## src/rtl/tile_state_pkg.sv

```systemverilog
// Shared definitions for the tile state RAM.
// Contents:
//   - board geometry (TILE_COLS, TILE_ROWS)
//   - bit positions of the packed tile word:
//       SPR1  [20:10]
//       SPR2  [31:21]
//       FLAGS [9:0]
//   - command opcode enum (cmd_op_e)
//   - writer FSM state enum (state_e)
//   - merge_field: replaces one field of a tile word
// The renderer imports the same field constants, so the field layout lives here only.
package tile_state_pkg;

  localparam int TILE_COLS = 26;
  localparam int TILE_ROWS = 16;

  localparam int SPR1_LSB  = 10;
  localparam int SPR1_MSB  = 20;
  localparam int SPR2_LSB  = 21;
  localparam int SPR2_MSB  = 31;
  localparam int FLAGS_LSB = 0;
  localparam int FLAGS_MSB = 9;

  typedef enum logic [1:0] {
    OP_SET_SPR1  = 2'b00,
    OP_SET_SPR2  = 2'b01,
    OP_SET_FLAGS = 2'b10,
    OP_CLEAR     = 2'b11
  } cmd_op_e;

  typedef enum logic [2:0] {
    ST_IDLE = 3'd0,
    ST_RD   = 3'd1,
    ST_MOD  = 3'd2,
    ST_WR   = 3'd3,
    ST_CLR  = 3'd4
  } state_e;

  // Returns word with only the field selected by op replaced.
  // The flags field is 10 bits wide, so data[10] is ignored for OP_SET_FLAGS.
  function automatic logic [31:0] merge_field(input cmd_op_e     op,
                                              input logic [31:0] word,
                                              input logic [10:0] data);
    logic [31:0] r;
    r = word;
    case (op)
      OP_SET_SPR1:  r[SPR1_MSB:SPR1_LSB]   = data;
      OP_SET_SPR2:  r[SPR2_MSB:SPR2_LSB]   = data;
      OP_SET_FLAGS: r[FLAGS_MSB:FLAGS_LSB] = data[9:0];
      default:      r = word;
    endcase
    return r;
  endfunction

endpackage

```

## src/rtl/tile_addr_calc.sv

```systemverilog
// Combinational tile coordinate to RAM address mapping.
// Also used by the game-logic collision lookups.
// Ports:
//   x_i        tile column
//   y_i        tile row
//   addr_o     y*COLS + x, truncated to 10 bits
//   in_range_o 1 when x < COLS and y < ROWS
module tile_addr_calc #(
  parameter int COLS = 26,
  parameter int ROWS = 16
) (
  input  logic [4:0] x_i,
  input  logic [4:0] y_i,
  output logic [9:0] addr_o,
  output logic       in_range_o
);

  assign addr_o     = ({5'd0, y_i} * 10'(COLS)) + {5'd0, x_i};
  assign in_range_o = (32'(x_i) < 32'(COLS)) && (32'(y_i) < 32'(ROWS));

endmodule

```

## src/rtl/tile_state_writer.sv

```systemverilog
// Write-side engine for the tile state RAM; it owns the RAM's write port.
//
// Operations:
//   - Field update: a read-modify-write of one tile word. The selected field is
//     replaced and the other fields are preserved.
//   - Clear: sweeps all COLS*ROWS words to CLEAR_WORD.
//
// Handshake: a command transfers on a rising edge where cmd_valid && cmd_ready.
//   - cmd_ready is high only in IDLE, so commands are strictly serialised.
//   - cmd_* must stay stable while cmd_valid is high and cmd_ready is low.
//
// Ports:
//   clk, reset           clock; synchronous active-high reset
//   cmd_valid/cmd_ready  command handshake
//   cmd_op               00 sprite1, 01 sprite2, 10 flags, 11 clear board
//   cmd_x, cmd_y         tile coordinates (not range-checked for clear)
//   cmd_data             new field value
//   ram_addr/ram_wdata/ram_we/ram_rdata
//                        state RAM port; read data arrives one cycle after the address
//   done                 one-cycle pulse when a command retires
//   err                  one-cycle pulse when an out-of-range command is dropped
//   dbg_state_o          current FSM state
//
// Build option TILE_STATE_WRITER_INIT_CLEAR_EN:
//   - defined: leaving reset runs a full clear sweep before the first command is taken;
//   - undefined: leaving reset goes straight to IDLE and the RAM is left as preloaded.
module tile_state_writer
  import tile_state_pkg::*;
#(
  parameter int          COLS       = TILE_COLS,
  parameter int          ROWS       = TILE_ROWS,
  parameter logic [31:0] CLEAR_WORD = 32'h0000_0000
) (
  input  logic        clk,
  input  logic        reset,
  input  logic        cmd_valid,
  output logic        cmd_ready,
  input  logic [1:0]  cmd_op,
  input  logic [4:0]  cmd_x,
  input  logic [4:0]  cmd_y,
  input  logic [10:0] cmd_data,
  output logic [9:0]  ram_addr,
  output logic [31:0] ram_wdata,
  output logic        ram_we,
  input  logic [31:0] ram_rdata,
  output logic        done,
  output logic        err,
  output state_e      dbg_state_o
);

  localparam logic [9:0] LAST_ADDR = 10'(COLS * ROWS - 1);

`ifdef TILE_STATE_WRITER_INIT_CLEAR_EN
  localparam state_e RESET_STATE = ST_CLR;
`else
  localparam state_e RESET_STATE = ST_IDLE;
`endif

  state_e      state_q;
  cmd_op_e     op_q;
  logic [10:0] data_q;
  logic [9:0]  ram_addr_q;
  logic [31:0] ram_wdata_q;
  logic        ram_we_q;
  logic        cmd_ready_q;
  logic        done_q;
  logic        err_q;

  logic [9:0]  addr_d;
  logic        in_range_d;
  cmd_op_e     op_d;

  assign op_d = cmd_op_e'(cmd_op);

  tile_addr_calc #(
    .COLS (COLS),
    .ROWS (ROWS)
  ) u_addr_calc (
    .x_i        (cmd_x),
    .y_i        (cmd_y),
    .addr_o     (addr_d),
    .in_range_o (in_range_d)
  );

  always_ff @(posedge clk) begin
    if (reset) begin
      state_q     <= RESET_STATE;
      op_q        <= OP_SET_SPR1;
      data_q      <= '0;
      ram_addr_q  <= '0;
      ram_wdata_q <= '0;
      ram_we_q    <= 1'b0;
      cmd_ready_q <= 1'b0;
      done_q      <= 1'b0;
      err_q       <= 1'b0;
    end else begin
      done_q <= 1'b0;
      err_q  <= 1'b0;
      case (state_q)
        ST_IDLE: begin
          // The first IDLE cycle after reset has cmd_ready low, so nothing is taken then.
          cmd_ready_q <= 1'b1;
          if (cmd_valid && cmd_ready_q) begin
            op_q   <= op_d;
            data_q <= cmd_data;
            if (op_d == OP_CLEAR) begin
              state_q     <= ST_CLR;
              ram_addr_q  <= '0;
              ram_wdata_q <= CLEAR_WORD;
              ram_we_q    <= 1'b1;
              cmd_ready_q <= 1'b0;
            end else if (in_range_d) begin
              state_q     <= ST_RD;
              ram_addr_q  <= addr_d;
              cmd_ready_q <= 1'b0;
            end else begin
              // Dropped command: stay in IDLE, ready remains high.
              err_q  <= 1'b1;
              done_q <= 1'b1;
            end
          end
        end
        ST_RD: begin
          state_q <= ST_MOD;
        end
        ST_MOD: begin
          ram_wdata_q <= merge_field(op_q, ram_rdata, data_q);
          ram_we_q    <= 1'b1;
          state_q     <= ST_WR;
        end
        ST_WR: begin
          ram_we_q    <= 1'b0;
          done_q      <= 1'b1;
          cmd_ready_q <= 1'b1;
          state_q     <= ST_IDLE;
        end
        ST_CLR: begin
          if (!ram_we_q) begin
            // A sweep entered directly from reset starts here with write enable still low.
            ram_we_q    <= 1'b1;
            ram_addr_q  <= '0;
            ram_wdata_q <= CLEAR_WORD;
          end else if (ram_addr_q == LAST_ADDR) begin
            ram_we_q    <= 1'b0;
            done_q      <= 1'b1;
            cmd_ready_q <= 1'b1;
            state_q     <= ST_IDLE;
          end else begin
            ram_addr_q <= ram_addr_q + 10'd1;
          end
        end
        default: begin
          state_q     <= ST_IDLE;
          ram_we_q    <= 1'b0;
          cmd_ready_q <= 1'b0;
        end
      endcase
    end
  end

  assign cmd_ready   = cmd_ready_q;
  assign ram_addr    = ram_addr_q;
  assign ram_wdata   = ram_wdata_q;
  assign ram_we      = ram_we_q;
  assign done        = done_q;
  assign err         = err_q;
  assign dbg_state_o = state_q;

endmodule

```

## config.mk

```make
export PLATFORM = sky130hd
export DESIGN_NAME = tile_state_writer
export DESIGN_NICKNAME = d
export VERILOG_FILES = /design/src/rtl/tile_state_pkg.sv /design/src/rtl/tile_addr_calc.sv /design/src/rtl/tile_state_writer.sv
export SDC_FILE = /design/constraint.sdc
export NUM_CORES = 1
export LEC_CHECK = 0
export CAP_MARGIN = 20
export CORE_ASPECT_RATIO = 0.7
export CORE_MARGIN = 2
export CORE_UTILIZATION = 51
export DETAILED_ROUTE_END_ITERATION = 8
export PLACE_DENSITY = 0.94
export SYNTH_ARGS = -nofsm -noshare
export SYNTH_HDL_FRONTEND = slang
export SYNTH_SLANG_ARGS = --single-unit
```

## constraint.sdc

```tcl
create_clock -name clk -period 6.37 [get_ports clk]
set_clock_uncertainty 0.1 [all_clocks]
set_input_delay 0.9555 -clock clk [delete_from_list [all_inputs] [get_ports clk]]
set_output_delay 0.9555 -clock clk [all_outputs]
set_load 0.005 [all_outputs]
```

==> summary.md, run 1 <==
| Metric | Value |
|---|---|
| Status | `completed` |
| Vias | `between 3000 and 4000` |
| Tcrit/Tclk final | `0.640` |
| Critical Path Most Common Cell | `fa_1` |
| DRC | `0` |
| Peak VDD IR | `around 0.12 mV` |
| Sequential share of power | `0.389` |
| Longest Clk Path Bufs | `2` |
| Final min period | `just over 4 ns` |
| Nets@finish | `632` |
| Hold buffers post-CTS | `0` |
| FF+latch area | `between 0.001 and 0.0015 mm²` |
| DP Area | `roughly 0.0046 mm²` |
| Mapped cell area | `about 0.0035 mm²` |
| Final Cell Area | `0.00485 mm²` |
| CP Depth | `10` |
| EDFF count, synth | `0` |
| Floorplan die height | `~74 µm` |
| PwrDens | `~230 mW/mm²` |
| Slew Limit Fails | `0` |
| Worst R2R Path Depth | `6` |
| Clk slew on worst S/H paths | `about 0.070 ns` |
| RSZ-0062 raised after global routing | `no` |
| Share of cells above drive strength 1 | `0.0664` |
| DPL Wire Length | `about 8000 µm` |
| WL/cell | `roughly 17 µm` |
| Multi-input logic area | `between 0.002 and 0.0025 mm²` |
| Congestion Overflow GR | `0` |
| Vias in the first global route | `3564` |
| Via density per instance | `just under 6` |
| Setup CP Type | `input port to flip-flop` |
| # port buffers | `around 110` |
| Primary FF master, synth | `dfxtp_1` |
| Clock power frac | `0.359` |
| Critical Path AT | `around 4.2 ns` |
| Initial antenna violation count | `0` |
| # rows | `25` |
| Crit-path cells | `clkdlybuf4s50_1 > ha_1 > fa_1 > fa_1 > a211oi_1 > o22ai_1 > nor4b_1 > xnor3_1 > nand2_1 > a311oi_1` |
| Critical Path RT | `between 6 and 7 ns` |
| Hold Vio Cnt, Final | `0` |
| Initial Utilization | `0.527` |
| Top cell type by total area after synthesis | `dfxtp_1` |
| Top cells by area, synth | `dfxtp_1 35%, a21oi_1 13%, nand2_1 11%` |
| Sequential share of the synthesized area | `0.351` |
| Net Sw Frac | `0.302` |
| Synthesis-to-layout area growth | `36.9%` |
| Gate power share | `0.253` |
| Total clock sinks | `62` |
| # setup viols final | `0` |
| Root Buffer | `clkbuf_8` |
| Pleak | `around 1.8 nW` |
| Internal power | `roughly 0.00077 W` |
| NetSw | `around 0.00033 W` |
| Total negative slack | `0 ns` |
| CTS tree | `yes` |
| Min-Delay Path Class | `flip-flop to flip-flop` |
| Largest net degree at the start of global routing | `64` |
| IO Pins | `around 110` |
| First-pass GRT wire length | `roughly 18000 µm` |
| Rel. slew slack | `0.470` |
| Post-Synthesis Cells | `460` |
| Buffers inserted by post-CTS timing repair | `0` |
| Top cell type's share of synthesized area | `0.351` |
| Gr usage total | `0.290` |
| Bufs and invs on worst path | `1` |
| Async S/R FF share, synth | `0` |
| CP top delay family | `adder cells` |
| Hold_ws | `0.394 ns` |
| Layout fillers | `487` |
| Critical-path top delay cell | `fa_1` |
| Count leader, synth | `nand2_1` |
| Die span in x | `104 µm` |
| Endpoint class of the critical path | `flip-flop` |
| Slew @ Worst Pin | `between 0.7 and 0.8 ns` |
| Critical path peak fanout | `4` |
| # resized after CTS | `0` |
| Worst path max stage delay | `approximately 0.52 ns` |
| Syn Nets | `540` |
| Worst Hold Depth | `2` |
| Yosys reg bits | `62` |
| Synth top cells by count | `105 x nand2_1, 89 x a21oi_1, 62 x dfxtp_1, 52 x nor2_1, 20 x clkbuf_1` |
| Antenna fix cells | `0` |
| Routed wire length | `about 11000 µm` |
| Yosys warnings | `0` |
| DR pass1 iterations | `5` |
| Routed Antenna Nets | `0` |
| Max frequency | `between 200 and 250 MHz` |
| Syn Area/Cell | `around 7.7 µm²` |
| Clock Latency Late Sink | `roughly 0.35 ns` |
| CTS buffer count | `9` |
| Gpl congestion | `between 0.8 and 0.9` |
| H-tree depth | `3` |
| Critical Path Source Type | `input port` |
| Die area | `between 0.007 and 0.008 mm²` |
| Max-cap violation count | `0` |
| Post-synth cell types | `64` |
| Core area | `between 0.006 and 0.007 mm²` |
| 1st-iter DRT viols | `approximately 320` |
| Tot Pwr | `about 0.0011 W` |
[metal layers]
layer,part of all wire,wire length (µm),GRT usage,up-vias
li1,-,-,-,1780
met1,0.43,4720,0.357,1731
met2,0.45,5010,0.493,232
met3,0.093,1030,0.0852,32
met4,0.028,314,0.104,0
met5,0,0,0,-
[layout by cell type (no fill, tap or decap), drive strengths merged, types with 3 or more instances in the layout]
| master | synthesis | final |
|---|---|---|
| o21a | 3 | 3 |
| dfxtp | 62 | 62 |
| fa | 3 | 3 |
| nand2 | 105 | 105 |
| nor3 | 7 | 7 |
| ha | 19 | 19 |
| buf | 8 | 4 |
| xnor2 | 3 | 3 |
| nor2b | 5 | 5 |
| xor2 | 5 | 5 |
| a21o | 3 | 3 |
| and3 | 4 | 4 |
| o21ai | 11 | 11 |
| clkbuf | 20 | 10 |
| clkdlybuf4s50 | 0 | 105 |
| a211oi | 4 | 4 |
| nand2b | 3 | 3 |
| nor2 | 53 | 53 |
| nand3 | 4 | 4 |
| inv | 6 | 7 |
| nor4 | 3 | 3 |
| o22ai | 3 | 3 |
| a21oi | 89 | 89 |
[cell families (layout without fill, tap and decap cells)]
kind of cell,Yosys count,count (layout),synth area share
buffers and inverters,34,131,0.0424
xor gates and xnor gates,9,9,0.0283
and+or+nand+nor,196,196,0.252
DFF,62,62,0.351
adders and majority gates,22,22,0.0841
AOI/OAI and AO/OA,137,137,0.242
[final cells by class]
type / instances / share of cell area
clock buffers: 10 / 0.0284
clock inverters: 6 / 0.0191
inverters: 6 / 0.00465
multi-input cells: 364 / 0.443
flip-flops and latches: 62 / 0.256
well taps: 94 / 0.0243
repair buffers: 109 / 0.224
[stage by stage]
stage          std cells  worst slack [ns]  utilization
2_1_floorplan        460              2.75            -
3_3_place_gp         633              2.08        0.683
5_1_grt              651              2.16        0.721
3_5_place_dp         633              2.01        0.683
6_report             651              2.29        0.721
4_1_cts              649              2.35        0.717
[worst paths after layout]
path | startpoint | to | slack [ns]
max | cmd_y[1] | ram_addr[9] | 2.29
min reg2reg | ram_wdata[21] | ram_wdata[21] | 0.39
max reg2reg | dbg_state_o[0] | ram_addr[2] | 4.04
min | ram_wdata[21] | ram_wdata[21] | 0.39
[power groups by stage]
stage	clock network [W]	registers, W	logic (W)
CTS	0.000401	0.000429	0.000274
global placement	0	0.000436	0.000259
floorplan	0	0.000431	0.000176
global route	0.000420	0.000432	0.000304
detailed placement	0	0.000438	0.000270
finish	0.000397	0.000430	0.000280
[registers in the layout, summed over array words and instances (netlist names)]
register     flops
data_q          11
ram_addr        10
ram_we           1
cmd_ready        1
dbg_state_o      3
done             1
err              1
op_q             2
ram_wdata       32
[tightest hold or removal path, delay by kind of cell, from the launching register on]
kind               cells  cell delay [ns]
AOI/OAI and AO/OA      1             0.06
and+or+nand+nor        1             0.07
DFF                    1             0.33
(Power assumes the default switching activity.)
==> inputs of run 2 (changes only) <==
--- a/config.mk
+++ b/config.mk
@@ -8,9 +8,9 @@
 export CAP_MARGIN = 20
 export CORE_ASPECT_RATIO = 0.7
 export CORE_MARGIN = 2
-export CORE_UTILIZATION = 51
+export CORE_UTILIZATION = 43
 export DETAILED_ROUTE_END_ITERATION = 8
-export PLACE_DENSITY = 0.94
+export PLACE_DENSITY = 0.85
 export SYNTH_ARGS = -nofsm -noshare
 export SYNTH_HDL_FRONTEND = slang
 export SYNTH_SLANG_ARGS = --single-unit
==> constraint.sdc (replaced) <==
create_clock -name clk -period 3.33 [get_ports clk]
set_clock_uncertainty 0.1 [all_clocks]
set_input_delay 0.4995 -clock clk [delete_from_list [all_inputs] [get_ports clk]]
set_output_delay 0.4995 -clock clk [all_outputs]
set_load 0.005 [all_outputs]
==> summary.md, run 2 (synthesized netlist as in run 1, its figures left out) <==
| Metric | Value |
|---|---|
| Setup slack after placement | `-0.460 ns` |
| Setup CP Type | `input port to flip-flop` |
| Max reg flops | `32` |
| Routed wire length | `11000 µm` |
| R2R Path Start | `dbg_state_o[0]` |
| 1st-iter DRT viols | `388` |
| Slew Limit Fails | `0` |
| Gr usage total | `0.249` |
| H-tree depth | `3` |
| CTS tree | `yes` |
| Largest net degree at the start of global routing | `45` |
| Final min period | `between 3 and 4 ns` |
| Via density per instance | `~5.7` |
| Rel. slew slack | `0.442` |
| Commonest non-fill, non-tap cells in the layout | `105 x nand2_1, 103 x clkdlybuf4s50_1, 89 x a21oi_1` |
| Floorplan die height | `about 80 µm` |
| Nets@finish | `646` |
| Layout fillers | `~640` |
| Initial antenna violation count | `0` |
| Met1 Use GR | `0.323` |
| Reg2reg end | `ram_addr[5]` |
| Hold Crit Start | `ram_wdata[11]` |
| Endpoint class of the critical path | `flip-flop` |
| Min-Delay Path Class | `flip-flop to flip-flop` |
| R2R Setup Slk | `roughly 1.0 ns` |
| RSZ-0062 raised after global routing | `no` |
| # port buffers | `between 100 and 150` |
| Gpl congestion | `0.829` |
| Hold_ws | `0.384 ns` |
| Max frequency | `roughly 310 MHz` |
| Slew @ Worst Pin | `~0.84 ns` |
| Clock Latency Late Sink | `0.32 ns` |
| Total negative slack | `0 ns` |
| Final Cell Area | `between 0.005 and 0.006 mm²` |
| First-pass GRT wire length | `~18000 µm` |
| Final cell utilization of the core | `0.643` |
| Worst Setup Slack, final | `roughly 0.16 ns` |
| Core area | `between 0.007 and 0.008 mm²` |
| GRT Max-Usage Layer | `met2` |
| Most common cell after layout, fill and taps aside | `nand2_1` |
| Hold Vio Cnt, Final | `0` |
| Critical Path RT | `about 3.5 ns` |
| DRC | `0` |
| Antenna fix cells | `0` |
| Die area | `between 0.008 and 0.009 mm²` |
| Clk slew on worst S/H paths | `~0.050 ns` |
| Vias in the first global route | `roughly 3700` |
| Worst R2R Path Depth | `6` |
| Initial Utilization | `0.446` |
| Root Buffer | `clkbuf_16` |
| Longest Clk Path Bufs | `2` |
| Grt met3 use | `0.0630` |
| Worst Hold Depth | `2` |
| Max-cap violation count | `0` |
| DR pass1 iterations | `5` |
| Hold Path End | `ram_wdata[11]` |
| Synthesis-to-layout area growth | `44.2%` |
| GR Util met2 | `0.398` |
| Status | `completed` |
| Critical path peak fanout | `2` |
| # rows | `27` |
| IO Pins | `roughly 110` |
| Critical Path Source Type | `input port` |
| DP Area | `around 0.0047 mm²` |
| Peak VDD IR | `0.258 mV` |
| # setup viols final | `0` |
| Vias | `3825` |
| CTS buffer count | `9` |
| DPL Wire Length | `between 7000 and 8000 µm` |
| Routed Antenna Nets | `0` |
| Critical Path AT | `between 3 and 4 ns` |
| Congestion Overflow GR | `0` |
| PwrDens | `approximately 470 mW/mm²` |
| Total clock sinks | `between 60 and 70` |
| Pleak | `between 1.5 and 2 nW` |
| Tcrit/Tclk final | `0.953` |
| WL/cell | `about 16 µm` |
| Share of cells above drive strength 1 | `0.100` |
| Die span in x | `around 110 µm` |
==> run 2: cell types whose count changed in the layout (fill, tap and decap cells not counted), sizes merged <==
cell | previous run | this run
buf | 4 | 18
dlymetal6s2s | 0 | 1
dlygate4sd2 | 0 | 1
clkinvlp | 2 | 0
clkdlybuf4s50 | 105 | 103
inv | 7 | 6
clkbuf | 10 | 11
clkinv | 1 | 2
==> run 2: how the worst max path moves through the flow <==
stage	startpoint	end	slack, ns	cells past startpoint
2_1_floorplan	cmd_y[1]	ram_addr[9]	0.16	9
5_1_grt	cmd_y[0]	ram_addr[9]	0.01	12
4_1_cts	cmd_y[2]	ram_addr[9]	0.008	11
3_3_place_gp	cmd_y[1]	ram_addr[9]	-0.38	11
3_5_place_dp	cmd_y[1]	ram_addr[9]	-0.46	11
6_report	cmd_y[0]	ram_addr[9]	0.16	12
==> run 2: area by class of cell <==
cell class	count	area, µm²	area share
Clock buffer	11	253	0.0495
Multi-Input combinational cell	364	2210	0.432
Clock inverter	4	70.1	0.0137
Inverter	6	22.5	0.00441
Sequential cell	62	1240	0.243
Timing Repair Buffer	123	1180	0.232
Tap cell	101	126	0.0248
==> run 2: worst max-delay path, stage by stage <==
cell             delay (ns)
clkdlybuf4s50_1        0.44
ha_1                   0.34
ha_4                   0.24
ha_4                   0.17
fa_2                   0.39
buf_4                  0.15
xor2_2                 0.13
o211ai_1               0.16
nor4b_2                0.30
xnor3_1                0.17
nand2_1                0.06
a311oi_2               0.27
==> run 2: per-layer routing <==
layer | wire (µm) | share of wire
met5 | 0 | 0
met2 | 5070 | 0.46
met4 | 277 | 0.025
met3 | 803 | 0.073
met1 | 4890 | 0.44
==> run 2: repair_timing <==
action / 4_1_cts / 5_1_grt
hold buffers: 0 / 0
resized for setup: 4 / 7
pin swaps: 4 / 6
setup buffers: 1 / 0
endpoints found under the setup margin: 2 / 2
==> run 2: where the power goes <==
group | internal (W) | switching (W) | total (W)
sequential | 0.000778 | 0.0000469 | 0.000825
combinational | 0.000294 | 0.000289 | 0.000583
clock | 0.000688 | 0.000312 | 0.000999
==> run 2: per-stage QoR <==
stage / total power, W / std cells
floorplan: 0.00116 / 460
global placement: 0.00137 / 655
detailed placement: 0.00139 / 655
CTS: 0.00240 / 671
global route: 0.00252 / 671
finish: 0.00241 / 671
==> inputs of run 3 (changes only) <==
--- a/config.mk
+++ b/config.mk
@@ -5,12 +5,15 @@
 export SDC_FILE = /design/constraint.sdc
 export NUM_CORES = 1
 export LEC_CHECK = 0
+export ABC_CLOCK_PERIOD_IN_PS = 3330
 export CAP_MARGIN = 20
 export CORE_ASPECT_RATIO = 0.7
 export CORE_MARGIN = 2
 export CORE_UTILIZATION = 43
 export DETAILED_ROUTE_END_ITERATION = 8
+export HOLD_SLACK_MARGIN = 0.06
 export PLACE_DENSITY = 0.85
+export RECOVER_POWER = 100
 export SYNTH_ARGS = -nofsm -noshare
 export SYNTH_HDL_FRONTEND = slang
 export SYNTH_SLANG_ARGS = --single-unit
==> summary.md, run 3 (synthesized netlist as in run 1, its figures left out) <==
| Metric | Value |
|---|---|
| Clk slew on worst S/H paths | `about 0.050 ns` |
| Bufs and invs on worst path | `2` |
| Initial antenna violation count | `0` |
| Most common cell after layout, fill and taps aside | `nand2_1` |
| Final Cell Area | `between 0.005 and 0.006 mm²` |
| Share of cells above drive strength 1 | `0.0895` |
| # port buffers | `between 100 and 150` |
| Largest net degree at the start of global routing | `45` |
| H-tree depth | `3` |
| Die span in x | `~110 µm` |
| DP Area | `between 0.004 and 0.005 mm²` |
| Min-Delay Path Class | `flip-flop to flip-flop` |
| CP top delay family | `adder cells` |
| Gpl congestion | `~0.83` |
| PwrDens | `between 400 and 500 mW/mm²` |
| Synthesis-to-layout area growth | `43.0%` |
| Worst path max stage delay | `around 0.44 ns` |
| Peak VDD IR | `~0.26 mV` |
| Floorplan die height | `roughly 80 µm` |
| Root Buffer | `clkbuf_16` |
| DR pass1 iterations | `5` |
| Setup CP Type | `input port to flip-flop` |
| IO Pins | `between 100 and 150` |
| Longest Clk Path Bufs | `2` |
| Clock Latency Late Sink | `between 0.3 and 0.4 ns` |
| Initial Utilization | `0.446` |
| Vias in the first global route | `3719` |
| DPL Wire Length | `approximately 7700 µm` |
| Antenna fix cells | `0` |
| Hold_ws | `around 0.38 ns` |
| Routed Antenna Nets | `0` |
| Hold buffers post-CTS | `0` |
| Max frequency | `314 MHz` |
| CTS buffer count | `9` |
| Pleak | `roughly 2.1 nW` |
| Congestion Overflow GR | `0` |
| 1st-iter DRT viols | `approximately 430` |
| Critical Path AT | `between 3 and 4 ns` |
| Critical path peak fanout | `2` |
| Rel. slew slack | `0.0141` |
| WL/cell | `roughly 17 µm` |
| Endpoint class of the critical path | `flip-flop` |
| Status | `completed` |
| RSZ-0062 raised after global routing | `no` |
| Die area | `0.00899 mm²` |
| First-pass GRT wire length | `roughly 18000 µm` |
| Gr usage total | `0.249` |
| # rows | `27` |
| Via density per instance | `between 5 and 6` |
| CTS tree | `yes` |
| Max reg flops | `32` |
| Final min period | `~3.2 ns` |
| Total clock sinks | `slightly above 60` |
| Critical Path Source Type | `input port` |
| Core area | `0.00794 mm²` |
| Critical Path Most Common Cell | `ha_4` |
| Layout fillers | `between 600 and 700` |
| Routed wire length | `11100 µm` |
| # setup viols final | `0` |
| Slew Limit Fails | `0` |
| Commonest non-fill, non-tap cells in the layout | `105 x nand2_1, 89 x a21oi_1, 62 x dfxtp_1` |
| Slew @ Worst Pin | `roughly 1.5 ns` |
| Tot Pwr | `roughly 0.0024 W` |
| Tcrit/Tclk final | `0.955` |
| Crit-path cells | `clkdlybuf4s50_1 > ha_1 > ha_4 > ha_4 > fa_2 > buf_4 > xor2_2 > o211ai_1 > nor4b_2 > xnor3_1 > nand2_1 > a311oi_2` |
| Vias | `around 3800` |
| Total negative slack | `0 ns` |
| Critical Path RT | `3.46 ns` |
| Critical-path top delay cell | `clkdlybuf4s50_1` |
| Hold Vio Cnt, Final | `0` |
| DRC | `0` |
| Max-cap violation count | `0` |
| Nets@finish | `between 600 and 700` |
==> run 3: cell types whose count changed in the layout (fill, tap and decap cells not counted), sizes merged <==
cell / delta
buf: -3
clkbuf: +3
dlygate4sd3: +51
clkdlybuf4s50: -51
==> run 3: final timing paths <==
check	endpoint	slack, ns	cells after the start	startpoint
max	ram_addr[9]	0.15	12	cmd_y[0]
min	ram_wdata[11]	0.38	2	ram_wdata[11]
max reg2reg	ram_addr[9]	0.64	6	ram_addr[0]
min reg2reg	ram_wdata[11]	0.38	2	ram_wdata[11]
==> run 3: report_power, final <==
group	switching [W]	leakage (nW)	internal [W]
Combinational	0.000289	1.42	0.000279
Clock	0.000309	0.161	0.000688
Sequential	0.0000457	0.502	0.000778
==> run 3: metrics by stage <==
| step | utilization | setup WS, ns | cells |
|---|---|---|---|
| 6_report | 0.638 | 0.149 | 671 |
| 5_1_grt | 0.638 | 0.0147 | 671 |
| 4_1_cts | 0.637 | 0.00755 | 671 |
| 3_5_place_dp | 0.594 | -0.460 | 655 |
| 3_3_place_gp | 0.594 | -0.379 | 655 |
| 2_1_floorplan | - | 0.163 | 460 |
==> run 3: final cells by class <==
type / count / area (µm²) / share of cell area
tap: 101 / 126 / 0.0250
clock buffer: 11 / 253 / 0.0499
timing repair buffer: 123 / 1180 / 0.232
multi-input combinational: 364 / 2170 / 0.429
inverter: 6 / 22.5 / 0.00445
sequential: 62 / 1240 / 0.245
clock inverter: 4 / 70.1 / 0.0138
==> run 3: timing repair <==
item	in CTS	in global routing
cloned	0	0
endpoints found under the hold margin	0	0
setup buffers	1	0
pin swaps	4	6
setup endpoints to repair	2	2
resized for setup	4	7
==> run 3: per-layer routing <==
layer,vias to the layer above,track usage,routed length (µm)
met5,-,0,0
met2,172,0.398,5040
met3,34,0.0630,835
met1,1804,0.323,4920
met4,0,0.105,291
li1,1809,-,-
==> run 3: worst reg2reg max path: stages (launching register included) <==
cell       delay [ns]
dfxtp_1          0.43
ha_1             0.24
and4_1           0.41
a311oi_4         0.16
a2bb2oi_1        0.73
o21ai_0          0.28
a311oi_2         0.25
